<file path="config.mk">
export PLATFORM = sky130hd
export DESIGN_NAME = fft_peak_finder
export DESIGN_NICKNAME = d
export VERILOG_FILES = /design/src/rtl/tuner_pkg.sv /design/src/rtl/fft_peak_finder.sv
export SDC_FILE = /design/constraint.sdc
export NUM_CORES = 1
export LEC_CHECK = 0
export BUFFER_PORTS_ARGS = -buffer_cell sky130_fd_sc_hd__buf_2
export CAP_MARGIN = 25
export CORE_MARGIN = 5
export CORE_UTILIZATION = 30
export CTS_BUF_LIST = sky130_fd_sc_hd__clkbuf_2
export DETAILED_ROUTE_END_ITERATION = 16
export HOLD_SLACK_MARGIN = 0.06
export PLACE_DENSITY = 0.55
export SYNTH_ARGS = -nofsm -noshare
export SYNTH_HDL_FRONTEND = slang
export SYNTH_SLANG_ARGS = --single-unit
</file>
<file path="constraint.sdc">
create_clock -name CLOCK_50 -period 5.5 [get_ports CLOCK_50]
set_input_delay 1.1 -clock CLOCK_50 [delete_from_list [all_inputs] [get_ports CLOCK_50]]
set_output_delay 1.1 -clock CLOCK_50 [all_outputs]
set_load 0.005 [all_outputs]
</file>
<file path="src/rtl/tuner_pkg.sv">
// Shared types for the tuner pipeline: widths, peak-finder FSM states and
// the result record handed to the note-mapping stage.
package tuner_pkg;

  localparam int MAG_W = 64;
  localparam int BIN_W = 11;

  // Highest representable bin index; the bin counter saturates here.
  localparam logic [BIN_W-1:0] BIN_LAST = 11'd2047;

  typedef enum logic [1:0] {
    IDLE   = 2'd0,
    SCAN   = 2'd1,
    REPORT = 2'd2
  } state_e;

  typedef struct packed {
    logic [BIN_W-1:0] bin;
    logic [MAG_W-1:0] mag;
    logic             found;
  } result_t;

  // Next bin index, holding at the last index instead of wrapping to 0.
  function automatic logic [BIN_W-1:0] bin_inc_sat(input logic [BIN_W-1:0] b);
    return (b == BIN_LAST) ? b : (b + 11'd1);
  endfunction

endpackage

</file>
<file path="src/rtl/fft_peak_finder.sv">
// Streaming peak detector behind the FFT magnitude stage. Tracks the
// strongest bin in [MIN_BIN, MAX_BIN] over one frame and presents it with a
// threshold flag on a valid/ready result port once the frame ends.
module fft_peak_finder
  import tuner_pkg::*;
#(
  parameter int unsigned MIN_BIN = 2,
  parameter int unsigned MAX_BIN = 511,
  parameter logic [63:0] THRESH  = 64'd4096
) (
  input  logic             CLOCK_50,
  input  logic             reset_n,
  input  logic             mag_valid,
  input  logic             mag_sop,
  input  logic             mag_eop,
  input  logic [MAG_W-1:0] mag,
  output logic             in_ready,
  output logic             out_valid,
  input  logic             out_ready,
  output logic [BIN_W-1:0] peak_bin,
  output logic [MAG_W-1:0] peak_mag,
  output logic             peak_found
);

  localparam logic [BIN_W-1:0] MIN_B = BIN_W'(MIN_BIN);
  localparam logic [BIN_W-1:0] MAX_B = BIN_W'(MAX_BIN);

  state_e           state_q, state_d;
  logic             in_ready_q, in_ready_d;
  logic             out_valid_q, out_valid_d;
  logic [BIN_W-1:0] bin_cnt_q, bin_cnt_d;
  logic [BIN_W-1:0] best_bin_q, best_bin_d;
  logic [MAG_W-1:0] best_mag_q, best_mag_d;
  result_t          peak_q, peak_d;

  logic             accept_s;
  logic             start_s;
  logic             eval_s;
  logic             in_win_s;
  logic [BIN_W-1:0] cur_bin_s;
  logic [BIN_W-1:0] base_bin_s;
  logic [MAG_W-1:0] base_mag_s;

  // A sop beat restarts the frame from bin 0 in IDLE as well as mid-SCAN.
  assign accept_s   = mag_valid && in_ready_q;
  assign start_s    = accept_s && mag_sop;
  assign eval_s     = start_s || (accept_s && (state_q == SCAN));
  assign cur_bin_s  = start_s ? {BIN_W{1'b0}} : bin_cnt_q;
  assign base_bin_s = start_s ? {BIN_W{1'b0}} : best_bin_q;
  assign base_mag_s = start_s ? {MAG_W{1'b0}} : best_mag_q;
  assign in_win_s   = (cur_bin_s >= MIN_B) && (cur_bin_s <= MAX_B);

  // State register.
  always_ff @(posedge CLOCK_50 or negedge reset_n) begin
    if (!reset_n) begin
      state_q <= IDLE;
    end else begin
      state_q <= state_d;
    end
  end

  // Next-state logic: frame start, frame end, result handshake.
  always_comb begin
    state_d = state_q;
    case (state_q)
      IDLE: begin
        if (start_s) begin
          state_d = mag_eop ? REPORT : SCAN;
        end else begin
          state_d = IDLE;
        end
      end
      SCAN: begin
        if (accept_s && mag_eop) begin
          state_d = REPORT;
        end else begin
          state_d = SCAN;
        end
      end
      REPORT: begin
        if (out_valid_q && out_ready) begin
          state_d = IDLE;
        end else begin
          state_d = REPORT;
        end
      end
      default: state_d = IDLE;
    endcase
  end

  // Handshake outputs are registered decodes of the next state.
  always_comb begin
    in_ready_d  = (state_d != REPORT);
    out_valid_d = (state_d == REPORT);
  end

  // Per-beat compare: strict greater-than so the earliest of equal bins wins.
  always_comb begin
    bin_cnt_d  = bin_cnt_q;
    best_bin_d = best_bin_q;
    best_mag_d = best_mag_q;
    if (eval_s) begin
      bin_cnt_d  = bin_inc_sat(cur_bin_s);
      best_bin_d = base_bin_s;
      best_mag_d = base_mag_s;
      if (in_win_s && (mag > base_mag_s)) begin
        best_bin_d = cur_bin_s;
        best_mag_d = mag;
      end else begin
        best_bin_d = base_bin_s;
        best_mag_d = base_mag_s;
      end
    end else begin
      bin_cnt_d  = bin_cnt_q;
    end
  end

  // Capture the final result (including the eop beat) on entry to REPORT.
  always_comb begin
    peak_d = peak_q;
    if ((state_d == REPORT) && (state_q != REPORT)) begin
      peak_d.bin   = best_bin_d;
      peak_d.mag   = best_mag_d;
      peak_d.found = (best_mag_d >= THRESH);
    end else begin
      peak_d = peak_q;
    end
  end

  // Datapath and handshake registers.
  always_ff @(posedge CLOCK_50 or negedge reset_n) begin
    if (!reset_n) begin
      in_ready_q  <= 1'b0;
      out_valid_q <= 1'b0;
      bin_cnt_q   <= {BIN_W{1'b0}};
      best_bin_q  <= {BIN_W{1'b0}};
      best_mag_q  <= {MAG_W{1'b0}};
      peak_q      <= '{bin: {BIN_W{1'b0}}, mag: {MAG_W{1'b0}}, found: 1'b0};
    end else begin
      in_ready_q  <= in_ready_d;
      out_valid_q <= out_valid_d;
      bin_cnt_q   <= bin_cnt_d;
      best_bin_q  <= best_bin_d;
      best_mag_q  <= best_mag_d;
      peak_q      <= peak_d;
    end
  end

  assign in_ready   = in_ready_q;
  assign out_valid  = out_valid_q;
  assign peak_bin   = peak_q.bin;
  assign peak_mag   = peak_q.mag;
  assign peak_found = peak_q.found;

endmodule

</file>
==> results.json <==
{
  "crit_arrival_ps": 5030,
  "regArea_mm2": 0.00415,
  "cts_setup_buffers": 0,
  "routabilityCongestion": 0.797,
  "n_fill_cell": 3156,
  "clk_transition_reported_paths_ps": 280,
  "wire_per_inst_um": 19.7,
  "setup_tns_ps": 0,
  "clkLatencyLatePin_ps": 770,
  "switching_share_pct": 41.7,
  "period_share_pct": 79.7,
  "setup_viol": 0,
  "finalHoldViolations": 0,
  "crit_chain": "nand3_4 > buf_12 > buf_4 > nand2_1 > ha_1 > nand4_1 > nor4_1 > o21ai_0 > a31oi_1 > or4_4 > buf_12 > a21oi_1 > o22a_1",
  "multi_input_area_mm2": 0.00486,
  "crit_slowest_cell": "nor4_1",
  "dieArea_mm2": 0.0348,
  "comb_power_share_pct": 43.1,
  "htreeDepth": 4,
  "netlist_instances": 985,
  "clkPwrFrac_pct": 15.3,
  "vias_per_cell": 5.54,
  "grt_pass1_wl_um": 47600,
  "async_flop_share_pct": 100,
  "dp_cells": 1469,
  "slowest_delay_ps": 670,
  "drt_iter0_markers": 548,
  "synth_area_leaders": "dfrtp_1, ha_1, nand2_1, a22o_1, a41oi_1",
  "syn_nets": 1121,
  "avgSynthCellArea_um2": 9.50,
  "via_count": 8315,
  "vdd_drop_max_mv": 0.162,
  "yosysWarnings": 0,
  "cp_max_fo": 54,
  "grt_overflow_total": 0,
  "p_leak_nw": 4.88,
  "track_usage_pct": 16.6,
  "synth_flop_cell": "dfrtp_1",
  "design.portCount": 148,
  "cts_tree": "done",
  "slew_headroom_pct": 37.4,
  "start_kind": "flop",
  "drive_above_1_share_pct": 18.9,
  "synth_enable_flop_cells": 0,
  "endpoint_kind": "flop",
  "grt_max_degree": 132,
  "synth_commonest_cells": "nand2_1, dfrtp_1, ha_1",
  "p_seq_share_pct": 41.7,
  "crit_type": "reg2reg",
  "die_w_um": 187,
  "syn_to_final_growth_pct": 15.0,
  "critPathBufInv": 3,
  "required_ps": 6150,
  "fin_cells": 1500,
  "rsz0062_at_grt": "false",
  "ant_nets": 0,
  "drt_pass1_iterations": 5,
  "ys_seq_elements": 166,
  "max_freq_mhz": 228,
  "crit_top_cell": "buf_12",
  "nets": 1228,
  "r2r_start": "in_ready",
  "crit_family": "simple AND/OR/NAND/NOR gates",
  "cts_buffers": 17,
  "grt_pass1_vias": 8309,
  "cts_root_buffer": "clkbuf_2",
  "drc": 0,
  "power_switching_mw": 1.96,
  "io_buffers": 147,
  "core_mm2": 0.0307,
  "yosysUniqueCellTypes": 61,
  "synth.top_cell.area_share_pct": 44.4,
  "power.internal_mw": 2.74,
  "powerDensity_mw_per_mm2": 437,
  "initial_utilization_pct": 30.5,
  "num_rows": 64,
  "r2r_setup_slack_ps": 1120,
  "status": "finished, final reports clean",
  "routed_wl_um": 29500,
  "maxCapViolations": 0,
  "dieHeight_um": 187,
  "clock_sinks": 166,
  "drv_slew": 0,
  "hp-class": "in2async",
  "period_needed_ps": 4380,
  "synth.most_common_cell": "nand2_1",
  "dp_hpwl_um": 20700,
  "ctsHoldBuffers": 0,
  "post_cts_resized": 0,
  "syn_area_mm2": 0.00935,
  "finClkSkew_ps": 52.3,
  "cts.path.max_buffers": 2,
  "synth_top_cell_by_area": "dfrtp_1",
  "antenna_found_initial": 6,
  "tightest_slew_ps": 939,
  "cp-startpoint": "in_ready",
  "synth.yosys.seq_area_share_pct": 44.4
}
==> routing by layer <==
| layer | vias up | track usage (%) | routed length [um] |
|---|---|---|---|
| met5 | - | 0 | 60 |
| met4 | 10 | 4.76 | 649 |
| met3 | 44 | 3.91 | 1590 |
| met2 | 224 | 25.4 | 13000 |
| met1 | 4111 | 23.6 | 14100 |
| li1 | 3926 | - | - |
==> state kept, by name (all words and copies together), names as in the netlist, 2 cells and up <==
register    flops
best_bin_q     11
best_mag_q     64
bin_cnt_q      11
peak_bin       11
peak_mag       64
state_q         2
==> placed cells by master, fill, tap and decap left out, types with 7 or more instances in the layout <==
cell	Yosys	layout
o22a_1	10	10
nand4_1	42	42
ha_1	66	66
dfrtp_1	166	166
a31o_1	8	8
buf_2	18	146
and2_1	35	35
and3_1	9	9
clkbuf_2	0	18
buf_12	0	7
nor4_1	28	28
o21ai_1	47	46
a21o_1	11	11
buf_4	5	10
nand3_1	40	39
o21ai_0	10	10
a21oi_1	50	50
o211ai_1	26	26
nor3_1	8	7
nand2_1	173	173
a41oi_1	37	37
nor2_1	20	20
a22o_1	50	50
==> worst paths after layout <==
check,end,cells after the start
max,peak_mag[15],13
min,peak_mag[26],1
max reg2reg,peak_mag[15],13
min reg2reg,peak_mag[60],2
max in group asynchronous,bin_cnt_q[0],2
min in group CLOCK_50,peak_mag[60],2
==> power groups by stage <==
| stage | Combinational (mW) | Sequential (mW) | Clock [mW] |
|---|---|---|---|
| global route | 2.28 | 2.02 | 0.790 |
| floorplan | 1.32 | 1.90 | 0 |
| CTS | 2.05 | 1.96 | 0.742 |
| detailed placement | 2.04 | 1.99 | 0 |
| global placement | 2.00 | 1.98 | 0 |
| finish | 2.03 | 1.96 | 0.718 |
==> metrics by stage <==
step                setup WS, ps  hold slack [ps]  instance area [um^2]  util, %  total power [mW]
finish                      1120              357                 10800     35.1              4.70
floorplan                   1140              453                  9350        -              3.22
detailed placement           349              464                 10500     34.3              4.03
global route                 885              337                 10800     35.1              5.09
CTS                         1080              328                 10800     35.1              4.76
global placement             276              465                 10500     34.2              3.98
==> area by class of cell <==
class                   instances  share of cell area, %
diodes                          1                 0.0233
clock buffers                  18                  0.837
clock inverters                12                   1.44
inverters                       4                  0.140
multi-input cells             738                   45.2
flip-flops and latches        166                   38.6
well taps                     396                   4.60
repair buffers                165                   9.15
==> logic make-up (layout without fill, tap and decap cells) <==
family | count (synthesis) | in the layout | synth area share (%)
buffers and inverters | 81 | 199 | 4.17
xor gates and xnor gates | 6 | 6 | 0.562
other | 0 | 1 | 0
AOI/OAI and AO/OA | 282 | 282 | 21.7
adders and majority gates | 66 | 66 | 8.83
DFF | 166 | 166 | 44.4
and+or+nand+nor | 384 | 384 | 20.3
Note: power is estimated with default switching activity, not from simulation.
